$ cat src/rtl/mips_fetch_pkg.sv
// Shared constants for the MIPS fetch stage: instruction width, PC step,
// the NOP encoding used as the reset value of the head instruction, and the
// default reset PC.
package mips_fetch_pkg;

    localparam int          INST_W       = 32;
    localparam int          PC_STEP      = 4;
    localparam logic [31:0] NOP_INST     = 32'h0000_0000;
    localparam logic [31:0] DEF_RESET_PC = 32'h0000_0000;

endpackage : mips_fetch_pkg

$ cat src/rtl/fetch_fifo.sv
// Circular buffer of {instruction, PC} pairs between the instruction ROM and
// decode. The head value is kept in dedicated registers, so the outputs are
// registered and hold the last head when the queue drains.
module fetch_fifo
    import mips_fetch_pkg::*;
#(
    parameter int ADDR_W = 32,
    parameter int DEPTH  = 4
) (
    input  logic                       i_clk,
    input  logic                       i_rst_n,
    input  logic                       i_flush,
    input  logic                       i_push,
    input  logic [INST_W-1:0]          i_push_inst,
    input  logic [ADDR_W-1:0]          i_push_pc,
    input  logic                       i_pop,
    output logic                       o_valid,
    output logic [INST_W-1:0]          o_head_inst,
    output logic [ADDR_W-1:0]          o_head_pc,
    output logic [$clog2(DEPTH):0]     o_count
);

    localparam int PTR_W = $clog2(DEPTH);
    localparam int CNT_W = PTR_W + 1;

    logic [INST_W-1:0] r_mem_inst [DEPTH];
    logic [ADDR_W-1:0] r_mem_pc   [DEPTH];
    logic [PTR_W-1:0]  r_rd_ptr;
    logic [PTR_W-1:0]  r_wr_ptr;
    logic [CNT_W-1:0]  r_count;
    logic              r_valid;
    logic [INST_W-1:0] r_head_inst;
    logic [ADDR_W-1:0] r_head_pc;

    logic              w_do_push;
    logic              w_do_pop;
    logic [PTR_W-1:0]  w_rd_ptr_nx;
    logic [PTR_W-1:0]  w_wr_ptr_nx;
    logic [CNT_W-1:0]  w_count_nx;
    logic [INST_W-1:0] w_head_inst_nx;
    logic [ADDR_W-1:0] w_head_pc_nx;

    // Flush wins over push and pop; a pop on an empty queue is a no-op.
    always_comb begin
        w_do_push = 1'b0;
        w_do_pop  = 1'b0;
        if (i_flush) begin
            w_do_push = 1'b0;
            w_do_pop  = 1'b0;
        end else begin
            w_do_push = i_push;
            w_do_pop  = i_pop && (r_count != '0);
        end
    end

    // Next pointer/count state; pointers wrap naturally since DEPTH is a power of two.
    always_comb begin
        w_rd_ptr_nx = r_rd_ptr;
        w_wr_ptr_nx = r_wr_ptr;
        w_count_nx  = r_count;
        if (i_flush) begin
            w_rd_ptr_nx = '0;
            w_wr_ptr_nx = '0;
            w_count_nx  = '0;
        end else begin
            if (w_do_push) w_wr_ptr_nx = r_wr_ptr + PTR_W'(1'b1);
            else           w_wr_ptr_nx = r_wr_ptr;
            if (w_do_pop)  w_rd_ptr_nx = r_rd_ptr + PTR_W'(1'b1);
            else           w_rd_ptr_nx = r_rd_ptr;
            case ({w_do_push, w_do_pop})
                2'b10:   w_count_nx = r_count + CNT_W'(1'b1);
                2'b01:   w_count_nx = r_count - CNT_W'(1'b1);
                default: w_count_nx = r_count;
            endcase
        end
    end

    // Next head value: forward the word being written if it lands in the head slot.
    always_comb begin
        w_head_inst_nx = r_head_inst;
        w_head_pc_nx   = r_head_pc;
        if (!i_flush && (w_count_nx != '0)) begin
            if (w_do_push && (w_rd_ptr_nx == r_wr_ptr)) begin
                w_head_inst_nx = i_push_inst;
                w_head_pc_nx   = i_push_pc;
            end else begin
                w_head_inst_nx = r_mem_inst[w_rd_ptr_nx];
                w_head_pc_nx   = r_mem_pc[w_rd_ptr_nx];
            end
        end else begin
            w_head_inst_nx = r_head_inst;
            w_head_pc_nx   = r_head_pc;
        end
    end

    // Storage, pointers, count and registered head outputs.
    always_ff @(posedge i_clk or negedge i_rst_n) begin
        if (!i_rst_n) begin
            for (int i = 0; i < DEPTH; i++) begin
                r_mem_inst[i] <= NOP_INST;
                r_mem_pc[i]   <= '0;
            end
            r_rd_ptr    <= '0;
            r_wr_ptr    <= '0;
            r_count     <= '0;
            r_valid     <= 1'b0;
            r_head_inst <= NOP_INST;
            r_head_pc   <= '0;
        end else begin
            if (w_do_push) begin
                r_mem_inst[r_wr_ptr] <= i_push_inst;
                r_mem_pc[r_wr_ptr]   <= i_push_pc;
            end
            r_rd_ptr    <= w_rd_ptr_nx;
            r_wr_ptr    <= w_wr_ptr_nx;
            r_count     <= w_count_nx;
            r_valid     <= (w_count_nx != '0);
            r_head_inst <= w_head_inst_nx;
            r_head_pc   <= w_head_pc_nx;
        end
    end

    assign o_valid     = r_valid;
    assign o_head_inst = r_head_inst;
    assign o_head_pc   = r_head_pc;
    assign o_count     = r_count;

endmodule : fetch_fifo

$ cat src/rtl/inst_fetch_queue.sv
// Fetch stage: owns the PC, issues sequential reads to a 1-cycle synchronous
// instruction ROM, and queues returned words for decode. A redirect flushes
// both the queue and the read currently in flight.
module inst_fetch_queue
    import mips_fetch_pkg::*;
#(
    parameter int                ADDR_W   = 32,
    parameter int                DEPTH    = 4,
    parameter logic [ADDR_W-1:0] RESET_PC = ADDR_W'(DEF_RESET_PC)
) (
    input  logic              clock,
    input  logic              reset,
    input  logic              redirect_in,
    input  logic [ADDR_W-1:0] redirect_pc_in,
    output logic [ADDR_W-1:0] imem_addr_out,
    output logic              imem_re_out,
    input  logic [INST_W-1:0] imem_data_in,
    output logic              inst_valid_out,
    input  logic              inst_ready_in,
    output logic [INST_W-1:0] inst_out,
    output logic [ADDR_W-1:0] pc_out,
    output logic [ADDR_W-1:0] pc_plus4_out
);

    localparam int CNT_W = $clog2(DEPTH) + 1;

    logic [ADDR_W-1:0] r_fetch_pc;
    logic              r_inflight;
    logic [ADDR_W-1:0] r_inflight_pc;

    logic [CNT_W-1:0]  w_count;
    logic [CNT_W:0]    w_reserved;
    logic              w_issue;
    logic              w_push;

    // Slots already spoken for: queued words plus the read still in flight.
    assign w_reserved = {1'b0, w_count} + {{CNT_W{1'b0}}, r_inflight};

    // Issue only while reset is released, no redirect is taking effect, and a slot is free.
    always_comb begin
        w_issue = 1'b0;
        if (reset && !redirect_in && (w_reserved < (CNT_W + 1)'(DEPTH))) begin
            w_issue = 1'b1;
        end else begin
            w_issue = 1'b0;
        end
    end

    // A returning word is dropped if a redirect flushes it on arrival.
    assign w_push = r_inflight && !redirect_in;

    // Fetch PC and in-flight tracking; redirect overrides sequential advance.
    always_ff @(posedge clock or negedge reset) begin
        if (!reset) begin
            r_fetch_pc    <= RESET_PC;
            r_inflight    <= 1'b0;
            r_inflight_pc <= '0;
        end else begin
            if (redirect_in) begin
                r_fetch_pc <= {redirect_pc_in[ADDR_W-1:2], 2'b00};
            end else if (w_issue) begin
                r_fetch_pc <= r_fetch_pc + ADDR_W'(PC_STEP);
            end else begin
                r_fetch_pc <= r_fetch_pc;
            end
            r_inflight <= w_issue;
            if (w_issue) r_inflight_pc <= r_fetch_pc;
            else         r_inflight_pc <= r_inflight_pc;
        end
    end

    fetch_fifo #(
        .ADDR_W (ADDR_W),
        .DEPTH  (DEPTH)
    ) u_fifo (
        .i_clk       (clock),
        .i_rst_n     (reset),
        .i_flush     (redirect_in),
        .i_push      (w_push),
        .i_push_inst (imem_data_in),
        .i_push_pc   (r_inflight_pc),
        .i_pop       (inst_ready_in),
        .o_valid     (inst_valid_out),
        .o_head_inst (inst_out),
        .o_head_pc   (pc_out),
        .o_count     (w_count)
    );

    assign imem_addr_out = r_fetch_pc;
    assign imem_re_out   = w_issue;
    assign pc_plus4_out  = pc_out + ADDR_W'(PC_STEP);

endmodule : inst_fetch_queue
$ cat config.mk
export PLATFORM = sky130hd
export DESIGN_NAME = inst_fetch_queue
export DESIGN_NICKNAME = d
export VERILOG_FILES = /design/src/rtl/mips_fetch_pkg.sv /design/src/rtl/fetch_fifo.sv /design/src/rtl/inst_fetch_queue.sv
export SDC_FILE = /design/constraint.sdc
export NUM_CORES = 1
export LEC_CHECK = 0
export ABC_AREA = 1
export ABC_CLOCK_PERIOD_IN_PS = 2500
export BUFFER_PORTS_ARGS = -buffer_cell sky130_fd_sc_hd__buf_2
export CAP_MARGIN = 20
export CORE_MARGIN = 5
export CORE_UTILIZATION = 54
export CTS_CLUSTER_SIZE = 8
export DETAILED_ROUTE_END_ITERATION = 16
export PLACE_DENSITY = 0.75
export SETUP_SLACK_MARGIN = 0.4
export SKIP_LAST_GASP = 1
export SLEW_MARGIN = 5
export SYNTH_ARGS = -nofsm -noshare
export SYNTH_HDL_FRONTEND = slang
export SYNTH_SLANG_ARGS = --single-unit
$ cat constraint.sdc
create_clock -name clock -period 2.5 [get_ports clock]
set_input_delay 0.125 -clock clock [delete_from_list [all_inputs] [get_ports clock]]
set_output_delay 0.125 -clock clock [all_outputs]
set_load 0.01 [all_outputs]
Word level (Yosys, flattened, before mapping). Index checks and enable logic that the tools add are counted.

Word-level logic and storage cells: 68. Output and inout bits: 130. Register bits after elaboration: 393.

Multiplexer cells: 23. Add/subtract/negate cells: 7. Bitwise logic cells: 2. Equality and inequality tests: 3. $lt $le $gt $ge: 4. Reductions and logical operators: 12.

Operators by type and width (count): 32-bit 2-to-1 mux (9); 128-bit bitwise mux (2); 32-bit binary-select mux with 2-bit select (2); 32-bit by 3-bit adder with 32-bit output (second input constant) (2); 32-bit demux with 2-bit select (1); 2-bit 2-to-1 mux (4); 1-bit logical AND (7); 3-bit greater-or-equal comparator (second input constant) (2); 2-bit NOT with 3-bit output (2); 3-bit case mux with 2 select lines (1); 3-bit nonzero test (2); 2-bit by 1-bit adder with 2-bit output (second input constant) (2); 3-bit by 1-bit adder with 4-bit output (1); 4-bit by 3-bit < comparator with 1-bit output (second input constant) (1); 2-bit nonzero test (2); 3-bit by 1-bit adder with 3-bit output (second input constant) (1); 3-bit by 1-bit < comparator with 1-bit output (second input constant) (1); 1-bit 2-to-1 mux (3); 3-bit 2-to-1 mux (1); 3-bit by 1-bit subtractor with 3-bit output (second input constant) (1); 2-bit by 1-bit == test with 1-bit output (second input constant) (1); 2-bit == test (1); 2-bit == test (second input constant) (1); 1-bit zero test (1).

Logic depth before layout (Yosys ltp). Gate-level depths: netlist of the first run.

Depth in word-level cells: 10. Mapped depth: 16. Gate-level depth less buffers: 15.

By module. Synthesis of the first run repeated with hierarchy kept, for this count alone.

Cells, all modules: 2536. Area total of the unflattened synthesis: 19571.3 sq um.

By module, submodules not included: fetch_fifo (times used 1, cells an instance 1894, area each 15357.2 sq um); inst_fetch_queue (times used 1, cells an instance 642, area each 4214.0 sq um).

Least setup slack after synthesis of the first run. No wires, ideal clock.

Path kind: reg2reg. From: reg u_fifo.r_count[1], in the netlist u_fifo.o_count[1]. To: reg u_fifo.r_head_inst[0], in the netlist u_fifo.o_head_inst[0]. Arrival: 2525 ps. Clock period less this slack: 2590 ps. Slack: -90 ps. Path buffers: 1. Stages on the path, launching flop included: 16. Cells stage by stage: dfrtp_1 > nor2_1 > nand2_2 > nand2_1 > nor2_1 > ha_1 > fa_1 > o21ai_0 > nor2_1 > or2_1 > inv_1 > nand2_2 > inv_2 > clkbuf_1 > nand2_1 > nand2_1.

Elaborated cells on any way between the ends: 20. Those cells by class: add/sub: 2; eq/ne: 3; mux: 9; bitwise: 1; reduce/logical: 5.

RTL lines: from (decl) (RTL line fetch_fifo.sv:30) `logic [CNT_W-1:0] r_count;`; from (signal assigned) (RTL line fetch_fifo.sv:116) `r_count <= w_count_nx;`; 3-bit nonzero test (RTL line fetch_fifo.sv:52) `w_do_pop = i_pop && (r_count != '0);`; 1-bit logical AND (RTL line fetch_fifo.sv:52); 1-bit 2-to-1 mux (RTL line fetch_fifo.sv:47) `if (i_flush) begin`; 2-bit by 1-bit == test with 1-bit output / 2-bit == test (equally long branches) (RTL line fetch_fifo.sv:70) `case ({w_do_push, w_do_pop})`; 3-bit case mux with 2 select lines (*) (RTL line fetch_fifo.sv:70); 3-bit 2-to-1 mux (*) (RTL line fetch_fifo.sv:61) `if (i_flush) begin`; named net u_fifo.w_count_nx[1] (RTL line fetch_fifo.sv:39) `logic [CNT_W-1:0] w_count_nx;`; 3-bit nonzero test (*) (RTL line fetch_fifo.sv:82) `if (!i_flush && (w_count_nx != '0)) begin`; 1-bit logical AND (*) (RTL line fetch_fifo.sv:82); to (signal assigned) (RTL line fetch_fifo.sv:118) `r_head_inst <= w_head_inst_nx;`; to (decl) (RTL line fetch_fifo.sv:32) `logic [INST_W-1:0] r_head_inst;`.

Mark *: on every way through the listed nets, which the timed path passes. The rest lies on a longest branch. The select of a mux whose other input is x is not followed. A chain may end at the register's enable or synchronous reset.

Worst setup path after layout of the first run.
From: reg u_fifo.r_count[0], in the netlist u_fifo.o_count[0]. To: reg u_fifo.r_head_pc[22], in the netlist u_fifo.o_head_pc[22].

Elaborated cells on any way between the ends: 20. Those cells by class: add/sub: 2; eq/ne: 3; mux: 9; bitwise: 1; reduce/logical: 5.

RTL lines: 3-bit nonzero test (RTL line fetch_fifo.sv:52); 1-bit logical AND (RTL line fetch_fifo.sv:52); 1-bit 2-to-1 mux (RTL line fetch_fifo.sv:47); 2-bit by 1-bit == test with 1-bit output / 2-bit == test (equally long branches) (RTL line fetch_fifo.sv:70); 3-bit case mux with 2 select lines (*) (RTL line fetch_fifo.sv:70); 3-bit 2-to-1 mux (*) (RTL line fetch_fifo.sv:61); named net u_fifo.w_count_nx[1] (RTL line fetch_fifo.sv:39); 3-bit nonzero test (*) (RTL line fetch_fifo.sv:82); 1-bit logical AND (*) (RTL line fetch_fifo.sv:82); to (signal assigned) (RTL line fetch_fifo.sv:119) `r_head_pc <= w_head_pc_nx;`; to (decl) (RTL line fetch_fifo.sv:33) `logic [ADDR_W-1:0] r_head_pc;`.

Marked as above.

==> flow_metrics.py, run 1 <==
metrics = {
    "global_route": {
        "grt.total_usage_pct": 28.7,
        "grt_pass1_wl_um": 91000,
        "grt_use_met1_pct": 37.4,
        "grt-ovfl-total": 0,
        "grt_use_met2_pct": 47.6,
        "grt_pass1_vias": 17500,
        "grt_use_met3_pct": 5.42,
        "grt-busiest-layer": "met2",
        "antenna_found_initial": 0,
        "grt_max_degree": 130,
    },
    "finish": {
        "final_util_pct": 69.8,
        "num_antenna_cells": 0,
        "layout_common_cells": "734 x nand2_1, 373 x dfrtp_1, 289 x o21ai_0, 249 x nand3_1, 187 x buf_2",
        "nets": 2663,
        "area_growth_pct": 27.2,
        "final_common_cell": "nand2_1",
        "final_cell_area_mm2": 0.0235,
        "num-fill-cells": 2523,
        "drive_above_1_share_pct": 19.1,
        "ff_latch_area_mm2": 0.00949,
        "multi_input_area_mm2": 0.00844,
    },
    "logic_synthesis": {
        "synth_seq_cells": 379,
        "synth_top_family_by_area": "simple AND/OR/NAND/NOR gates",
        "yosys_most_used_dff": "dfrtp_1",
        "yosys.area.top_type": "dfrtp_1",
        "synth.area.top_cells": "dfrtp_1 51%, nand2_1 16%, o21ai_0 7.9%",
        "synth-adder-area-share_pct": 0.583,
        "synth_compound_area_share_pct": 9.04,
        "yosysTopAreaCellShare_pct": 51.4,
        "synthMuxAreaShare_pct": 0,
        "ys_async_sr_fraction_pct": 100,
        "synth_cells": 2329,
        "synth_edf_count": 0,
        "yosysSeqAreaShare_pct": 51.4,
        "synth_xor_area_share_pct": 1.99,
        "synthDistinctLibCells": 36,
        "synth_warnings": 0,
        "syn_area_mm2": 0.0185,
        "synth-simple-area-share_pct": 30.5,
        "syn_area_per_cell_um2": 7.92,
    },
    "power": {
        "seqPwrFrac_pct": 41.5,
        "leakagePower_nw": 11.5,
        "power-per-cell-area_mw_per_mm2": 890,
        "p_int_w": 0.0137,
        "power_frac_comb_pct": 28.7,
        "switchingPower_w": 0.00721,
        "p_sw_share_pct": 34.5,
        "p_clk_share_pct": 29.8,
        "vdd_drop_max_mv": 0.533,
    },
    "route": {
        "ant_nets": 0,
        "viasPerCell": 5.87,
        "routed_wl_um": 57100,
        "drtIter0Drc": 1765,
        "wl_per_cell_um": 18.8,
        "first_pass_iters": 7,
        "dr_total_vias": 17800,
        "drc": 0,
    },
    "floorplanning": {
        "fp.coreArea_mm2": 0.0336,
        "die_w_um": 195,
        "pin_count": 198,
        "fp.dieH_um": 195,
        "num_rows": 67,
        "start_util_pct": 54.9,
        "die-area_mm2": 0.0380,
    },
    "sta": {
        "setup_violations": 71,
        "worst_pin_slew_ps": 875,
        "setup_ws_ps": -200,
        "rsz0062_at_grt": "true",
        "hold_viol": 0,
        "timing.slew.headroom_pct": 41.6,
        "finalCritPeriodShare_pct": 108,
        "slew_violations": 0,
        "finClkSkew_ps": 15.8,
        "fin_crit_ps": 2700,
        "fmax_ghz": 0.370,
    },
    "cts": {
        "cts_buffers": 53,
        "clk_pin_slew_ps": 50,
        "cts_tree": "done",
        "clk_latency_ps": 560,
        "root_buffer": "clkbuf_16",
        "htreeDepth": 2,
        "clock_sinks": 379,
        "clockBufferDepth": 3,
    },
    "setup_path": {
        "slowest_stage": "fa_1",
        "crit_type": "reg -> reg",
        "cp_common_cell": "nor2_2",
        "start_kind": "flop",
        "arrival_ps": 3120,
        "required_ps": 2920,
        "cp_slowest_stage_delay_ps": 440,
        "end_kind": "flop",
        "crit_chain": "nor2_2 -> nand2_2 -> nand2_2 -> nor2_2 -> ha_2 -> fa_1 -> o21ai_2 -> nor2_2 -> or2_1 -> inv_2 -> nand2_8 -> buf_4 -> buf_6 -> buf_12 -> nand3_1 -> nand2_1",
        "crit_fanout": 7,
    },
    "placement": {
        "dpl_cell_area_mm2": 0.0200,
        "port_buffers": 189,
        "place_congestion": 0.937,
        "place_hpwl_um": 32000,
    },
    "min_path": {
        "hold_class": "in -> reg",
    },
    "status": {
        "violations": "negative setup slack",
        "status": "complete, but fails checks",
    },
    "run": {
        "maxCapViolCount": 0,
    },
}
-- power by group through the flow --
stage | clock network [W] | logic (W) | registers [W]
after floorplan | 0 | 0.00275 | 0.00860
after global placement | 0 | 0.00480 | 0.00855
after detailed placement | 0 | 0.00492 | 0.00857
after CTS | 0.00628 | 0.00553 | 0.00854
after global routing | 0.00660 | 0.00658 | 0.00880
final | 0.00623 | 0.00600 | 0.00866
-- metrics by stage --
step | setup TNS, ps | total power [W] | setup WS (ps) | cells | hold slack, ps
global route | -16640 | 0.0220 | -291 | 3037 | 76.4
finish | -8720 | 0.0209 | -200 | 3037 | 74.4
floorplan | 0 | 0.0114 | 204 | 2334 | -171
global placement | 0 | 0.0133 | 91.5 | 2863 | 304
CTS | -1970 | 0.0203 | -90.9 | 3015 | 28.1
detailed placement | 0 | 0.0135 | 25.9 | 2863 | 307
-- worst paths after layout --
kind	start	to	slack, ps	cells past startpoint
worst min-delay path	redirect_in	u_fifo.r_wr_ptr[0]$_DFFE_PN0P_	70	4
worst min register to register	u_fifo.o_head_inst[7]$_DFFE_PN0P_	u_fifo.o_head_inst[7]$_DFFE_PN0P_	480	2
max in group asynchronous	reset	u_fifo.r_mem_pc[80]$_DFFE_PN0P_	960	4
min in group asynchronous	reset	u_fifo.r_mem_inst[112]$_DFFE_PN0P_	130	3
worst max register to register	u_fifo.o_count[0]$_DFF_PN0_	u_fifo.o_head_pc[22]$_DFFE_PN0P_	-200	16
worst max-delay path	u_fifo.o_count[0]$_DFF_PN0_	u_fifo.o_head_pc[22]$_DFFE_PN0P_	-200	16
-- metal layers --
| metal | up-vias | part of all wire, % |
|---|---|---|
| met5 | - | 0 |
| met2 | 956 | 48 |
| met3 | 145 | 8.9 |
| met1 | 8518 | 39 |
| li1 | 8201 | - |
| met4 | 0 | 4.1 |
-- cells in the mapped netlist (7+ instances only) --
| cell type | count |
|---|---|
| nand2_1 | 783 |
| dfrtp_1 | 379 |
| o21ai_0 | 292 |
| nand3_1 | 274 |
| nand4_1 | 140 |
| inv_1 | 126 |
| clkbuf_1 | 105 |
| nor2_1 | 50 |
| buf_2 | 38 |
| xor2_1 | 34 |
| buf_1 | 18 |
| nor3_1 | 15 |
| o211ai_1 | 15 |
| xnor2_1 | 8 |
| buf_4 | 7 |
| ha_1 | 7 |
| o221ai_1 | 7 |
-- state kept, by name, summed over array words and instances (netlist names), 2 cells and up --
register	count
u_fifo.r_mem_inst	128
u_fifo.r_mem_pc	120
u_fifo.o_head_inst	32
imem_addr_out	30
r_inflight_pc	30
u_fifo.o_head_pc	30
u_fifo.o_count	3
u_fifo.r_rd_ptr	2
u_fifo.r_wr_ptr	2
-- area by class of cell --
| class | instances | area share (%) |
|---|---|---|
| multi-input cells | 1656 | 36.0 |
| repair buffers | 366 | 13.1 |
| inverters | 131 | 2.24 |
| flip-flops and latches | 379 | 40.5 |
| well taps | 448 | 2.39 |
| clock inverters | 4 | 0.208 |
| clock buffers | 53 | 5.65 |
-- worst max-delay path: cells and delay by family (launching register included) --
family          cells  cell delay, ps
compound gates      1             190
fa+ha+maj           2             620
buf+inv             4             500
flops               1             390
simple gates        9             850
-- cell families after synthesis --
family                     count (synthesis)
xor gates and xnor gates                  42
buffers and inverters                    299
and+or+nand+nor                         1281
AOI/OAI and AO/OA                        319
adders and majority gates                  8
other                                      1
DFF                                      379
-- timing repair --
action                                  CTS  global route
hold buffers                             63             0
pin swaps                                29            40
endpoints found under the setup margin   90            94
endpoints found under the hold margin   380             0
resized for setup                        85           106
gates cloned                              6             3
buffers inserted                         26            18
Note: power is estimated with default switching activity, not from simulation.
==> run 2: changes to the inputs <==
--- a/config.mk
+++ b/config.mk
@@ -13,10 +13,12 @@
 export CORE_UTILIZATION = 54
 export CTS_CLUSTER_SIZE = 8
 export DETAILED_ROUTE_END_ITERATION = 16
+export GPL_ROUTABILITY_DRIVEN = 0
 export PLACE_DENSITY = 0.75
 export SETUP_SLACK_MARGIN = 0.4
 export SKIP_LAST_GASP = 1
 export SLEW_MARGIN = 5
 export SYNTH_ARGS = -nofsm -noshare
 export SYNTH_HDL_FRONTEND = slang
+export SYNTH_HIERARCHICAL = 1
 export SYNTH_SLANG_ARGS = --single-unit
==> run 2 against run 1 <==
The flow still finishes with violations (negative setup slack). Synthesized cell count grew 8.9%. Clock-buffer cell count is 2 higher. Register-to-register slack improved by 130 ps. First-iteration DRC count up 32%. Combinational power is 12% lower. Fmax increased by 4.9%. Critical path depth down 1. Worst hold slack lost 70 ps. Sequential power fell by 2%. Clock power rose by 2%. Final cell count is 6.9% higher. Cell area increased by 2.7%. Critical endpoint is now u_fifo/o_head_inst[25]$_DFFE_PN0P_. Largest power group unchanged. Highest routed layer is now met5.
==> flow_metrics.py, run 2 <==
metrics = {
    "status": {
        "status": "complete, but fails checks",
        "violations": "negative setup slack",
    },
    "cts": {
        "clockBufferDepth": 3,
        "clk_pin_slew_ps": 50,
        "cts_buffers": 54,
        "root_buffer": "clkbuf_16",
        "htreeDepth": 2,
        "clk_latency_ps": 570,
        "cts_tree": "done",
        "clock_sinks": 389,
    },
    "sta": {
        "setup_violations": 64,
        "setup_ws_ps": -74.2,
        "rsz0062_at_grt": "true",
        "hold_viol": 0,
        "finalCritPeriodShare_pct": 103,
        "timing.slew.headroom_pct": 38.1,
        "slew_violations": 0,
        "finClkSkew_ps": 25.3,
        "worst_pin_slew_ps": 928,
        "fmax_ghz": 0.388,
        "fin_crit_ps": 2570,
    },
    "setup_path": {
        "arrival_ps": 3010,
        "crit_buf_inv": 3,
        "cp_top_family": "simple AND/OR/NAND/NOR gates",
        "slowest_stage": "fa_2",
        "ff2ff_setup_slack_ps": -70,
        "end_kind": "flop",
        "crit_fanout": 5,
        "crit_chain": "nor2_2 -> nand2_2 -> nand2_2 -> nor2_2 -> ha_2 -> fa_2 -> o21ai_2 -> a21oi_1 -> or2_1 -> inv_2 -> nand2_8 -> buf_12 -> buf_16 -> nand3_2 -> nand2_1",
        "cp_slowest_stage_delay_ps": 450,
        "start_kind": "flop",
        "crit_type": "reg -> reg",
        "required_ps": 2940,
    },
    "route": {
        "drtIter0Drc": 2333,
        "viasPerCell": 5.95,
        "drc": 0,
        "routed_wl_um": 61600,
        "first_pass_iters": 6,
        "wl_per_cell_um": 19.0,
        "ant_nets": 0,
        "dr_total_vias": 19300,
    },
    "floorplanning": {
        "pin_count": 198,
        "start_util_pct": 54.9,
        "fp.coreArea_mm2": 0.0357,
        "die_w_um": 200,
        "fp.dieH_um": 200,
        "num_rows": 69,
        "die-area_mm2": 0.0402,
    },
    "finish": {
        "layout_common_cells": "871 x nand2_1, 365 x dfrtp_1, 296 x o21ai_0, 292 x nand3_1, 190 x buf_2",
        "num_antenna_cells": 0,
        "drive_above_1_share_pct": 18.8,
        "final_common_cell": "nand2_1",
        "num-fill-cells": 2859,
        "nets": 2861,
        "reg_top3": "u_fifo/r_mem_inst x128, u_fifo/r_mem_pc x128",
        "area_growth_pct": 23.1,
    },
    "logic_synthesis": {
        "syn_area_mm2": 0.0196,
        "synth_xor_area_share_pct": 0.895,
        "synth_warnings": 6,
        "yosysTopAreaCellShare_pct": 49.7,
        "synth_cells": 2536,
        "yosys.area.top_type": "dfrtp_1",
        "synthDistinctLibCells": 34,
        "synth_most_common_cell": "nand2_1",
        "ys_async_sr_fraction_pct": 100,
        "synth_top_family_by_area": "simple AND/OR/NAND/NOR gates",
        "synth_edf_count": 0,
        "synth-adder-area-share_pct": 0.550,
        "synth_common_cells": "895 x nand2_1, 389 x dfrtp_1, 304 x nand3_1, 297 x o21ai_0, 136 x inv_1",
        "synth.area.top_cells": "dfrtp_1 50%, nand2_1 17%, nand3_1 7.8%",
        "synth_seq_cells": 389,
        "syn_area_per_cell_um2": 7.72,
        "yosysSeqAreaShare_pct": 49.7,
        "yosys_most_used_dff": "dfrtp_1",
        "synthMuxAreaShare_pct": 0,
        "synth_compound_area_share_pct": 8.18,
        "synth-simple-area-share_pct": 33.5,
    },
    "placement": {
        "place_hpwl_um": 33900,
        "pre_cts_slack_ps": -17.8,
        "port_buffers": 193,
    },
    "global_route": {
        "grt_pass1_wl_um": 96500,
        "grt_max_degree": 161,
        "antenna_found_initial": 1,
        "grt-ovfl-total": 0,
        "grt_pass1_vias": 18400,
        "grt.total_usage_pct": 28.6,
    },
    "power": {
        "vdd_drop_max_mv": 0.539,
        "finalPower_w": 0.0201,
        "power-per-cell-area_mw_per_mm2": 836,
        "leakagePower_nw": 11.8,
    },
    "run": {
        "maxCapViolCount": 0,
    },
    "min_path": {
        "hold_class": "in -> async",
    },
}
## run 2: cell type report
| type | instances | area [µm²] | share of cell area, % |
|---|---|---|---|
| multi-input combinational | 1830 | 8900 | 37.0 |
| timing repair buffer | 366 | 2860 | 11.9 |
| timing repair inverter | 1 | 8.76 | 0.0364 |
| clock inverter | 3 | 37.5 | 0.156 |
| sequential | 389 | 9760 | 40.5 |
| tap | 461 | 577 | 2.39 |
| clock buffer | 55 | 1380 | 5.71 |
| inverter | 143 | 564 | 2.34 |
## run 2: metal layers
layer	up-vias	GRT usage, %	wire, µm
li1	8791	-	-
met1	9230	39.1	24700
met2	1103	46.7	29000
met3	193	4.82	5640
met4	2	9.83	2170
met5	-	0	13
## run 2: timing repair
action                                  in CTS  in global routing
cloned                                       4                  3
buffers inserted                             7                 51
pin swaps                                    6                 34
hold buffers                                63                  0
endpoints found under the hold margin      576                  0
resized for setup                           33                109
endpoints found under the setup margin      89                 91
## run 2: logic make-up after synthesis
| family | Yosys count |
|---|---|
| compound gates | 316 |
| xor+xnor | 20 |
| fa+ha+maj | 8 |
| buf+inv | 321 |
| flops | 389 |
| other cells | 1 |
| simple gates | 1481 |
## run 2: path summary, 6_finish.rpt
check	start	endpoint	cells past startpoint
setup / recovery	u_fifo/o_count[2]$_DFF_PN0_	u_fifo/o_head_inst[25]$_DFFE_PN0P_	15
hold / removal	reset	u_fifo/r_mem_inst[58]$_DFFE_PN0P_	2
setup reg to reg	u_fifo/o_count[2]$_DFF_PN0_	u_fifo/o_head_inst[25]$_DFFE_PN0P_	15
hold reg to reg	u_fifo/o_head_inst[18]$_DFFE_PN0P_	u_fifo/o_head_inst[18]$_DFFE_PN0P_	2
max in group asynchronous	reset	u_fifo/o_head_inst[1]$_DFFE_PN0P_	3
min in group clock	redirect_in	u_fifo/r_wr_ptr[1]$_DFFE_PN0P_	4
## run 2: power breakdown
group | internal, W | switching, W | leakage [nW]
clock network | 0.00383 | 0.00253 | 0.695
logic | 0.00217 | 0.00315 | 5.98
registers | 0.00739 | 0.00108 | 5.12
## run 2: worst reg2reg max path: cells and delay by family, from the launching register on
| family | cells | cell delay [ps] |
|---|---|---|
| buffers and inverters | 3 | 410 |
| AOI/OAI and AO/OA | 2 | 180 |
| adders and majority gates | 2 | 660 |
| DFF | 1 | 390 |
| and+or+nand+nor | 8 | 830 |
## run 2: metrics by stage
stage	hold WS [ps]	util, %	cells	TNS [ps]	cell area, µm²
after global routing	30.4	67.6	3248	-8680	24100
final	4.10	67.6	3248	-2630	24100
after floorplan	-171	-	2539	0	19700
after detailed placement	-28.4	58.9	3062	-92.3	21000
after global placement	-33.6	58.9	3062	0	21000
after CTS	1.31	65.3	3194	0	23300
==> run 3: changes to the inputs <==
==> constraint.sdc (replaced) <==
create_clock -name clock -period 2.5 [get_ports clock]
set_input_delay 0.5 -clock clock [delete_from_list [all_inputs] [get_ports clock]]
set_output_delay 0.5 -clock clock [all_outputs]
set_load 0.01 [all_outputs]
==> run 3 against run 2 <==
The flow still finishes with violations (negative setup slack). Sequential share of layout area about the same. Total power increased by 2.1%. Via count increased by 0.36%. Sequential power increased by 0.5%. Final cell count decreased by 1.3%. Core utilization about the same. Combinational power increased by 6.6%. Largest cell class unchanged. Highest routed layer is now met4.
==> flow_metrics.py, run 3 (same netlist as run 2, synthesis figures left out) <==
metrics = {
    "status": {
        "status": "complete, but fails checks",
        "violations": "negative setup slack",
    },
    "setup_path": {
        "arrival_ps": 2200,
        "required_ps": 2000,
        "end_kind": "primary output",
        "crit_fanout": 6,
        "ff2ff_setup_slack_ps": -110,
        "crit_type": "reg -> out",
        "start_kind": "flop",
    },
    "cts": {
        "clk_pin_slew_ps": 50,
        "clock_sinks": 389,
        "root_buffer": "clkbuf_16",
        "cts_tree": "done",
        "clk_latency_ps": 560,
        "clockBufferDepth": 3,
        "cts_buffers": 54,
        "htreeDepth": 2,
    },
    "finish": {
        "num_antenna_cells": 0,
        "drive_above_1_share_pct": 20.9,
        "final_common_cell": "nand2_1",
        "num-fill-cells": 2783,
        "reg_top3": "u_fifo/r_mem_inst x128, u_fifo/r_mem_pc x128",
        "layout_common_cells": "855 x nand2_1, 364 x dfrtp_1, 296 x o21ai_0, 289 x nand3_1, 190 x buf_2",
        "area_growth_pct": 23.0,
        "final_cell_area_mm2": 0.0241,
        "final_util_pct": 67.5,
        "nets": 2820,
    },
    "sta": {
        "setup_ws_ps": -201,
        "worst_pin_slew_ps": 901,
        "timing.slew.headroom_pct": 39.9,
        "fmax_ghz": 0.370,
        "hold_viol": 0,
        "finClkSkew_ps": 15.5,
        "setup_violations": 76,
        "slew_violations": 0,
        "finalCritPeriodShare_pct": 108,
        "rsz0062_at_grt": "true",
        "fin_crit_ps": 2700,
    },
    "route": {
        "ant_nets": 0,
        "first_pass_iters": 10,
        "dr_total_vias": 19400,
        "viasPerCell": 6.05,
        "drc": 0,
        "drtIter0Drc": 2529,
        "wl_per_cell_um": 20.0,
        "routed_wl_um": 64100,
    },
    "global_route": {
        "antenna_found_initial": 0,
        "grt_max_degree": 151,
        "grt_pass1_vias": 18600,
        "grt.total_usage_pct": 29.0,
        "grt-ovfl-total": 0,
        "grt_pass1_wl_um": 97700,
    },
    "run": {
        "maxCapViolCount": 0,
    },
    "placement": {
        "dpl_cell_area_mm2": 0.0212,
        "place_hpwl_um": 33800,
        "port_buffers": 193,
        "pre_cts_slack_ps": -224,
    },
    "floorplanning": {
        "die-area_mm2": 0.0402,
        "start_util_pct": 54.9,
        "die_w_um": 200,
        "num_rows": 69,
        "fp.coreArea_mm2": 0.0357,
        "pin_count": 198,
        "fp.dieH_um": 200,
    },
    "power": {
        "vdd_drop_max_mv": 0.549,
        "power-per-cell-area_mw_per_mm2": 855,
        "finalPower_w": 0.0206,
        "leakagePower_nw": 11.9,
    },
    "min_path": {
        "hold_class": "in -> reg",
    },
}
-- run 3: cell count changes in the layout (fill, tap and decap cells not counted), sizes merged --
cell	delta
inv	-2
clkbuf	+2
dlygate4sd3	-62
buf	+21
clkinvlp	+1
nand3	-1
-- run 3: critical path: stages (launching register included) --
cell and delay, ps:
dfrtp_2 500, nand3_4 200, buf_6 200, nor3_4 280, xor2_1 250, buf_2 200
-- run 3: stage by stage --
step / std cells / setup TNS (ps) / hold WS (ps)
4_1_cts: 3176 / 0 / 136
3_5_place_dp: 3071 / -11880 / 334
2_1_floorplan: 2539 / -8690 / 204
3_3_place_gp: 3071 / -7100 / 334
6_report: 3207 / -4350 / 147
5_1_grt: 3207 / -9790 / 151
-- run 3: layer usage --
metal	GRT usage, %	routed length, µm	share of wire, %	vias to the layer above
met5	0	0	0	-
met4	11.8	3030	4.7	0
met3	5.64	7020	11	295
met2	46.3	29400	46	1262
met1	39.3	24600	38	9137
li1	-	-	-	8695
-- run 3: cell type report --
cell class | count | area, µm² | share of cell area [%]
Sequential cell | 389 | 9770 | 40.6
Multi-Input combinational cell | 1829 | 9100 | 37.8
Timing Repair Buffer | 327 | 2640 | 11.0
Clock buffer | 55 | 1380 | 5.72
Inverter | 143 | 577 | 2.40
Tap cell | 461 | 577 | 2.40
Clock inverter | 3 | 37.5 | 0.156
-- run 3: repair_timing --
item	4_1_cts	5_1_grt
pin swaps	32	57
setup endpoints to repair	94	95
hold buffers	1	0
resized for setup	117	82
cloned	4	6
buffers inserted	42	25
endpoints found under the hold margin	9	0
-- run 3: power by group --
part           internal (W)  switching (W)
Clock               0.00383        0.00257
Sequential          0.00739        0.00112
Combinational       0.00230        0.00336
Total                0.0135        0.00705
-- run 3: path summary, 6_finish.rpt --
path                                                         start                                  to  cells after the start
worst max-delay path               u_fifo/o_head_pc[4]$_DFFE_PN0P_                     pc_plus4_out[9]                      5
worst min-delay path                             redirect_pc_in[2]        imem_addr_out[2]$_DFFE_PN0P_                      3
worst max register to register         u_fifo/o_count[0]$_DFF_PN0_     u_fifo/o_head_pc[2]$_DFFE_PN0P_                     15
worst min register to register  u_fifo/o_head_inst[12]$_DFFE_PN0P_  u_fifo/o_head_inst[12]$_DFFE_PN0P_                      2
max in group asynchronous                                    reset    u_fifo/r_mem_inst[5]$_DFFE_PN0P_                      3
min in group asynchronous                                    reset  u_fifo/r_mem_inst[125]$_DFFE_PN0P_                      2
